==> src/rtl/motor_sequencer.sv <==
// Velocity-profile sequencer: ramps a signed command to a latched target, dwells,
// ramps back to zero, optionally repeats in reverse, and faults on stall during the hold.
module motor_sequencer #(
    parameter int          TICK_DIV    = 1000,
    parameter logic [7:0]  STEP        = 8'd4,
    parameter logic [15:0] DWELL_TICKS = 16'd500,
    parameter logic [7:0]  STALL_RPM   = 8'd2,
    parameter logic [15:0] STALL_TICKS = 16'd50
) (
    input  logic              cclk,
    input  logic              rstb,
    input  logic              start,
    input  logic              stop,
    input  logic signed [7:0] target,
    input  logic              reverse,
    input  logic [7:0]        rpm,
    output logic signed [7:0] velocity,
    output logic [2:0]        state,
    output logic              busy,
    output logic              fault,
    output logic              done
);

    localparam int PW = (TICK_DIV > 2) ? $clog2(TICK_DIV) : 1;

    typedef enum logic [2:0] {
        S_IDLE  = 3'd0,
        S_ACCEL = 3'd1,
        S_DWELL = 3'd2,
        S_DECEL = 3'd3,
        S_FAULT = 3'd4
    } state_t;

    state_t            state_reg, state_next;
    logic signed [7:0] velocity_reg, velocity_next;
    logic signed [7:0] tgt_reg, tgt_next;
    logic              rev_reg, rev_next;
    logic              leg_reg, leg_next;
    logic              stopped_reg, stopped_next;
    logic [PW-1:0]     presc_reg, presc_next;
    logic [15:0]       dwell_cnt_reg, dwell_cnt_next;
    logic [15:0]       stall_cnt_reg, stall_cnt_next;
    logic              busy_reg, busy_next;
    logic              fault_reg, fault_next;
    logic              done_reg, done_next;

    logic              tick;
    logic              stall_en;
    logic              stall_low;
    logic              stall_hit;
    logic              dwell_end;
    logic              accept;
    logic              leg_change;
    logic signed [7:0] vel_to_tgt;
    logic signed [7:0] vel_to_zero;

    // Move cur toward goal by STEP without overshooting goal. The 9-bit difference
    // keeps the span between any two 8-bit values representable.
    function automatic logic signed [7:0] step_toward(input logic signed [7:0] cur,
                                                      input logic signed [7:0] goal);
        logic signed [8:0] diff;
        logic signed [8:0] step_w;
        diff   = 9'(goal) - 9'(cur);
        step_w = $signed({1'b0, STEP});
        if (diff > 9'sd0)
            return (diff <= step_w) ? goal : cur + $signed(STEP);
        else if (diff < 9'sd0)
            return (-diff <= step_w) ? goal : cur - $signed(STEP);
        else
            return cur;
    endfunction

    assign tick        = (state_reg != S_IDLE) && (presc_reg == PW'(TICK_DIV - 1));
    assign vel_to_tgt  = step_toward(velocity_reg, tgt_reg);
    assign vel_to_zero = step_toward(velocity_reg, 8'sd0);
    assign stall_en    = (tgt_reg != 8'sd0);
    assign stall_low   = (rpm < STALL_RPM);
    assign stall_hit   = tick && stall_en && stall_low && ((stall_cnt_reg + 16'd1) == STALL_TICKS);
    assign dwell_end   = tick && ((dwell_cnt_reg + 16'd1) == DWELL_TICKS);

    // State register
    always_ff @(posedge cclk or negedge rstb) begin
        if (!rstb)
            state_reg <= S_IDLE;
        else
            state_reg <= state_next;
    end

    // Next-state logic
    always_comb begin
        state_next = state_reg;
        case (state_reg)
            S_IDLE: begin
                if (start && !stop)
                    state_next = S_ACCEL;
            end
            S_ACCEL: begin
                if (stop)
                    state_next = S_DECEL;
                else if (tick && (vel_to_tgt == tgt_reg))
                    state_next = S_DWELL;
            end
            S_DWELL: begin
                // A stall wins over a simultaneous stop or dwell expiry.
                if (stall_hit)
                    state_next = S_FAULT;
                else if (stop || dwell_end)
                    state_next = S_DECEL;
            end
            S_DECEL: begin
                if (tick && (vel_to_zero == 8'sd0)) begin
                    if (rev_reg && !leg_reg && !(stopped_reg || stop))
                        state_next = S_ACCEL;
                    else
                        state_next = S_IDLE;
                end
            end
            S_FAULT: begin
                if (stop)
                    state_next = S_IDLE;
            end
            default: state_next = S_IDLE;
        endcase
    end

    assign accept     = (state_reg == S_IDLE) && (state_next == S_ACCEL);
    assign leg_change = (state_reg == S_DECEL) && (state_next == S_ACCEL);

    // Output and datapath next values
    always_comb begin
        velocity_next  = velocity_reg;
        tgt_next       = tgt_reg;
        rev_next       = rev_reg;
        leg_next       = leg_reg;
        stopped_next   = stopped_reg;
        presc_next     = presc_reg;
        dwell_cnt_next = dwell_cnt_reg;
        stall_cnt_next = stall_cnt_reg;
        busy_next      = (state_next != S_IDLE);
        fault_next     = (state_next == S_FAULT);
        done_next      = (state_reg == S_DECEL) && (state_next == S_IDLE);

        if (state_reg == S_IDLE || leg_change)
            presc_next = '0;
        else if (presc_reg == PW'(TICK_DIV - 1))
            presc_next = '0;
        else
            presc_next = presc_reg + PW'(1);

        case (state_reg)
            S_IDLE: begin
                if (accept) begin
                    tgt_next     = (target == -8'sd128) ? -8'sd127 : target;
                    rev_next     = reverse;
                    leg_next     = 1'b0;
                    stopped_next = 1'b0;
                end
            end
            S_ACCEL: begin
                if (stop)
                    stopped_next = 1'b1;
                else if (tick)
                    velocity_next = vel_to_tgt;
            end
            S_DWELL: begin
                if (stall_hit)
                    velocity_next = 8'sd0;
                else if (stop)
                    stopped_next = 1'b1;
            end
            S_DECEL: begin
                if (stop)
                    stopped_next = 1'b1;
                if (tick)
                    velocity_next = vel_to_zero;
                if (leg_change) begin
                    leg_next = 1'b1;
                    tgt_next = -tgt_reg;
                end
            end
            S_FAULT: velocity_next = 8'sd0;
            default: velocity_next = 8'sd0;
        endcase

        if (state_next != state_reg) begin
            dwell_cnt_next = '0;
            stall_cnt_next = '0;
        end else if (state_reg == S_DWELL && tick) begin
            dwell_cnt_next = dwell_cnt_reg + 16'd1;
            if (stall_en)
                stall_cnt_next = stall_low ? stall_cnt_reg + 16'd1 : 16'd0;
        end
    end

    always_ff @(posedge cclk or negedge rstb) begin
        if (!rstb) begin
            velocity_reg  <= 8'sd0;
            tgt_reg       <= 8'sd0;
            rev_reg       <= 1'b0;
            leg_reg       <= 1'b0;
            stopped_reg   <= 1'b0;
            presc_reg     <= '0;
            dwell_cnt_reg <= '0;
            stall_cnt_reg <= '0;
            busy_reg      <= 1'b0;
            fault_reg     <= 1'b0;
            done_reg      <= 1'b0;
        end else begin
            velocity_reg  <= velocity_next;
            tgt_reg       <= tgt_next;
            rev_reg       <= rev_next;
            leg_reg       <= leg_next;
            stopped_reg   <= stopped_next;
            presc_reg     <= presc_next;
            dwell_cnt_reg <= dwell_cnt_next;
            stall_cnt_reg <= stall_cnt_next;
            busy_reg      <= busy_next;
            fault_reg     <= fault_next;
            done_reg      <= done_next;
        end
    end

    assign velocity = velocity_reg;
    assign state    = state_reg;
    assign busy     = busy_reg;
    assign fault    = fault_reg;
    assign done     = done_reg;

endmodule

==> config.mk <==
export PLATFORM = sky130hd
export DESIGN_NAME = motor_sequencer
export DESIGN_NICKNAME = d
export VERILOG_FILES = /design/src/rtl/motor_sequencer.sv
export SDC_FILE = /design/constraint.sdc
export NUM_CORES = 1
export LEC_CHECK = 0
export CAP_MARGIN = 20
export CORE_MARGIN = 2
export CORE_UTILIZATION = 50
export CTS_BUF_LIST = sky130_fd_sc_hd__clkbuf_2 sky130_fd_sc_hd__clkbuf_4 sky130_fd_sc_hd__clkbuf_8
export CTS_CLUSTER_SIZE = 8
export DETAILED_ROUTE_END_ITERATION = 16
export HOLD_SLACK_MARGIN = 0.08
export PLACE_DENSITY = 0.69
export SYNTH_ARGS = -nofsm -noshare
export SYNTH_HDL_FRONTEND = slang
export SYNTH_SLANG_ARGS = --single-unit
==> constraint.sdc <==
create_clock -name cclk -period 12.9 [get_ports cclk]
set_clock_uncertainty 0.1 [all_clocks]
set_input_delay 1.29 -clock cclk [delete_from_list [all_inputs] [get_ports cclk]]
set_output_delay 1.29 -clock cclk [all_outputs]
set_load 0.02 [all_outputs]
======== Yosys cells after proc, flatten, opt, wreduce, memory -nomap -nowiden ========
Cells that the tools add are included.
word-level totals
  bits in registers ....................... 67
  output and inout port bits .............. 14
  word-level logic and storage cells ...... 127
  input port bits ......................... 21
cells by class
  reduce and logical (&&, ||, !) cells .... 36
  order comparisons ....................... 9
  add/subtract/negate cells ............... 10
  multiplexer cells ....................... 40
  bitwise logic cells ..................... 1
  eq/ne operators ......................... 19
operators by type and width
  cell                     number
  $mux W8                  15
  $mux W16                 6
  $le A9 B4 Y1 const B     4
  $add A16 B1 Y16 const B  2
  $pmux W8 S4              1
  $mux W3                  7
  $mux W10                 2
  $gt A9 B1 Y1 const B     2
  $lt A9 B1 Y1 const B     2
  $neg A9 Y9               2
  $eq A16 B6 Y1 const B    1
  $eq A16 B9 Y1 const B    1
  $pmux W8 S2              1
  $pmux W3 S5              1
  $logic_and A1 B1 Y1      14
  $ne A2 B2 Y1 const B     7
  $add A10 B1 Y10 const B  1
  $eq A10 B10 Y1 const B   1
  $reduce_bool A3 Y1       3
  $sub A1 B8 Y9 const A    1
  $sub A8 B8 Y9            1
  $add A8 B4 Y8 const B    1
  $eq A8 B8 Y1             1
  $eq A8 B8 Y1 const B     1
  21 further kinds         37

======== Depth between registers and ports, before layout ========
  word-level depth ........................ 15
  depth in mapped cells ................... 21
  gate-level depth less buffers ........... 17

======== Worst setup path before layout ========
OpenSTA, ideal clock, no wires.
  path type ............................... reg2reg
  start point ............................. register velocity_reg[4], in the netlist velocity[4]
  end point ............................... register dwell_cnt_reg[0]
  setup time .............................. 0.126 ns
  arrival time ............................ 4.317 ns
  path slack .............................. 8.357 ns
  stages on the path, launching flop included .. 21
  period minus slack after synthesis ...... 4.543 ns
  cells stage by stage .................... dfrtp_1 -> buf_2 -> buf_2 -> inv_1 -> ha_1 -> nand2_1 -> a211oi_2 -> o31ai_2 -> inv_2 -> clkbuf_1 -> ha_1 -> clkbuf_1 -> clkbuf_1 -> nor2_1 -> a311oi_1 -> o2111ai_1 -> nor4_1 -> or3_1 -> clkbuf_1 -> buf_2 -> a21oi_1
between the ends
  word-level cells in the longest chain between the ends .. 13
  elaborated cells on any way between the ends .. 33
ends and longest elaborated chain
  item                                                   RTL line  RTL
  start, declared                                        35        logic signed [7:0] velocity_reg, velocity_next;
  start signal, assigned                                 209       velocity_reg <= velocity_next;
  $sub A8 B8 Y9                                          63        diff = 9'(goal) - 9'(cur);
  $neg A9 Y9                                             68        return (-diff <= step_w) ? goal : cur - $signed(STEP);
  $le A9 B4 Y1                                           68
  $mux W8                                                68
  $mux W8                                                67        else if (diff < 9'sd0)
  $mux W8                                                65        if (diff > 9'sd0)
  $eq A8 B8 Y1                                           100       else if (tick && (vel_to_tgt == tgt_reg))
  $logic_and A1 B1 Y1                                    100
  $mux W3                                                100
  $mux W3                                                98        if (stop)
  $pmux W3 S5 *                                          92        case (state_reg)
  $ne A3 B3 Y1 *                                         185       if (state_next != state_reg) begin
  $mux W16 / $reduce_bool A2 Y1 (equally long branches)  n/a
  end signal, assigned                                   215       dwell_cnt_reg <= dwell_cnt_next;
  end, declared                                          41        logic [15:0] dwell_cnt_reg, dwell_cnt_next;
Every way passes the cells marked *; elsewhere a longest branch is shown, timed or not.
A chain may end at the register's enable or synchronous reset.

======== Worst setup path in the final report ========
  start point ............................. register velocity_reg[4], in the netlist velocity[4]
  end point ............................... register stall_cnt_reg[2]
between the ends
  word-level cells in the longest chain between the ends .. 14
  elaborated cells on any way between the ends .. 35
ends and longest elaborated chain
  item                          RTL line  RTL
  $sub A8 B8 Y9                 63
  $neg A9 Y9                    68
  $le A9 B4 Y1                  68
  $mux W8                       68
  $mux W8                       67
  $mux W8                       65
  $eq A8 B8 Y1                  100
  $logic_and A1 B1 Y1           100
  $mux W3                       100
  $mux W3                       98
  $pmux W3 S5 *                 92
  $ne A3 B3 Y1 *                185
  $reduce_bool A2 Y1 (no line)  n/a
  $reduce_and A2 Y1 (no line)   n/a
  end signal, assigned          216       stall_cnt_reg <= stall_cnt_next;
  end, declared                 42        logic [15:0] stall_cnt_reg, stall_cnt_next;
Marks and branches as above.

==> results.tsv <==
stage	metric	value	unit
job	timing.max_cap.violations	0	
clock_network	tritoncts	built	
layout	area_growth_syn_to_layout	8.80	%
pwr	netSwitchingFraction	0.293	
clock_network	tritoncts_num_sinks	67	
worst_setup_path	critical_path.max_stage_delay	0.92	ns
worst_setup_path	crit_type	reg2reg	
synth	leading_register_cell_type_out_of_synthesis	dfrtp_1	
pwr	power.combinational.fraction	0.149	
worst_setup_path	worstPathBufferInverterCount	4	
worst_setup_path	worst_ep_arrival_time	5.90	ns
drt	drt_wl_total	16900	um
clock_network	post_cts.resized_instances	0	
synth	syn_nets	827	
layout	multiInputGateArea	4200	sq um
timing	grt_setup_unrepaired	no	
global_routing	gr-usage-all-layers	0.265	
synth	ys_async_sr_fraction	1.00	
worst_setup_path	crit_slowest_cell	dfrtp_1	
drt	drc	0	
drt	final_antenna_net_count	0	
floorplanning	rows	40	
pwr	irDropWorstVdd	51.0	uV
timing	fin_crit_sh	0.447	
synth	synth_area_per_cell	7.87	sq um
place	place.gp.congestion	0.949	
timing	period_needed	5.77	ns
synth	synth.ff_latch_count	67	
drt	wl_per_cell	18.0	um
layout	antenna_cells	0	
worst_setup_path	critical_path.max_fanout	30	
layout	final_nets	828	
clock_network	insertion_delay	0.37	ns
place	numPortBuffers	33	
worst_setup_path	stages_on_worst_setup_path	16	
timing	hold_viol_final	0	
worst_setup_path	critical_path.endpoint	stall_cnt_reg[2]	
floorplanning	design.die.area	13200	sq um
global_routing	grt_overflow_total	0	
layout	leading_cell_types_in_the_layout_fill_and_taps_excluded	nand2_1 (72), a21oi_1 (72), dfrtp_1 (67), nor2_1 (63), o21ai_0 (38)	
synth	synth_top_area_frac	0.272	
clock_network	path_clk_slew	0.07	ns
synth	syn_area	6170	sq um
synth	post_synth_main_area_contributors	dfrtp_1 (27%), a21oi_1 (5.8%), xnor2_1 (5.1%), nand2_1 (4.4%), ha_1 (4.3%)	
floorplanning	chipWidth	115	um
drt	first_pass_iteration_count_of_the_detailed_router	6	
pwr	power.internal	322	uW
synth	synth_sequential_area_ratio	0.272	
floorplanning	design.portCount	35	
floorplanning	die_height	115	um
worst_setup_path	endpoint_kind	flop	
min_path	min_path_cells	1	
worst_setup_path	start_kind	flop	
global_routing	grt_start_max_net_pins	68	
synth	cell_count_after_synthesis	784	
drt	routed-via-count	6036	
drt	route.detailed.vias_per_inst	6.44	
place	detailedPlacementHpwl	12100	um
pwr	sequential_share_of_power	0.490	
clock_network	clock_tree.htree_level_count	3	
global_routing	first_global_vias	5750	
synth	synth_cell_type_count	83	
worst_setup_path	reg2reg_setup_slack	7.13	ns
pwr	power.switching	133	uW
pwr	power	455	uW
timing	final-max-slew-violation-count	0	
global_routing	wire_length_of_the_first_global_routing_pass	28200	um
worst_setup_path	timing.critical_path.cells	inv_1 -> ha_1 -> nand2_1 -> a211oi_2 -> o31ai_2 -> buf_4 -> inv_2 -> ha_1 -> nand2_1 -> nor3_1 -> or3_1 -> o2111ai_1 -> nor4_1 -> or3_1 -> buf_16 -> a21oi_1	
synth	yosysTopAreaCell	dfrtp_1	
clock_network	cts_hold_buf	0	
layout	fill_cells	1105	
worst_setup_path	ff2ff_path_depth	16	
worst_setup_path	critical_path_required	13.03	ns
synth	ys.warnings.count	0	
pwr	total_leakage_power	0.00262	uW
layout	final-seq-area	1680	sq um
pwr	clock_power_share	0.361	
clock_network	clock_tree.buffer_depth	2	
min_path	timing.hold.worst.class	reg2reg	
drt	first_iter_violations	499	
floorplanning	start_util	0.514	
floorplanning	core_area	12000	sq um
global_routing	number_of_antenna_violations_at_the_first_check_in_global_routing	0	
timing	max_freq	0.173	GHz
synth	synth_enable_flop_cells	0	
worst_setup_path	r2r-end	stall_cnt_reg[2]	
worst_setup_path	r2r_path_start	velocity[4]	
clock_network	cts-buffers-inserted	9	
timing	maxSlewHeadroom	0.351	
clock_network	post_cts.repair.setup_buffers	0	
timing	slew_at_the_pin_with_the_worst_max_slew_slack	0.973	ns
timing	setup_viol_count_final	0	
pwr	power_density	67.8	nW/um^2
layout	final_layout_size_suffix_gt1_frac	0.0633	
timing	fin_tns_setup	0	ns
status	status	finished clean	
worst_setup_path	worst_setup_path_startpoint	velocity[4]	
clock_network	clock_tree.root_cell	clkbuf_8	
worst_setup_path	worst_path_dominant_cell_family	simple AND/OR/NAND/NOR gates	
[layout make-up]
| class | count | area share |
|---|---|---|
| clock buffers | 12 | 0.0227 |
| clock inverters | 4 | 0.00391 |
| inverters | 24 | 0.0134 |
| multi-input cells | 644 | 0.625 |
| flip-flops and latches | 67 | 0.250 |
| well taps | 147 | 0.0274 |
| repair buffers | 39 | 0.0581 |
[synthesized netlist by cell type (10+ instances only)]
cell,number
a211oi_1,10
a21oi_1,72
a31oi_1,12
and2_1,12
and3_1,10
buf_2,14
clkbuf_1,29
dfrtp_1,67
ha_1,21
inv_1,21
mux2i_1,10
nand2_1,72
nand3_1,36
nand4_1,16
nor2_1,63
nor3_1,25
nor4_1,13
o211ai_1,15
o21ai_0,38
or3_1,12
xnor2_1,36
xor2_1,21
[worst min path at each step]
stage	start	end	slack, ns
final	presc_reg[0]	presc_reg[0]	0.36
after global routing	presc_reg[0]	presc_reg[0]	0.39
after CTS	presc_reg[0]	presc_reg[0]	0.37
after detailed placement	presc_reg[0]	presc_reg[0]	0.36
after global placement	presc_reg[0]	presc_reg[0]	0.35
after floorplan	presc_reg[0]	presc_reg[0]	0.33
[stage by stage]
stage               hold slack, ns  area [sq um]  utilization  cells  setup WS [ns]
CTS                          0.367          6680        0.556    935           6.43
global placement             0.348          6500        0.541    919           6.53
finish                       0.364          6720        0.559    937           7.13
global route                 0.393          6720        0.559    937           6.66
detailed placement           0.358          6500        0.541    919           6.44
floorplan                    0.333          6170            -    784           8.36
[power by group through the flow]
stage	Clock (uW)	Combinational (uW)	Sequential, uW
final	164	67.8	223
after global placement	0	66.0	226
after CTS	167	67.2	223
after floorplan	0	48.8	223
after detailed placement	0	66.8	227
after global routing	176	75.9	224
[routing by layer]
layer / up-vias / GRT usage / routed length, um
met5: - / 0 / 0
met4: 0 / 0.112 / 406
met3: 36 / 0.0274 / 651
met2: 171 / 0.453 / 8420
met1: 2924 / 0.341 / 7420
li1: 2905 / - / -
[cell families after synthesis]
kind of cell,share of synthesized area
simple gates,0.270
compound gates,0.260
buf+inv,0.0497
flops,0.272
xor+xnor,0.0809
fa+ha+maj,0.0458
mux,0.0217
No activity file was read; power rests on OpenSTA's default activity.
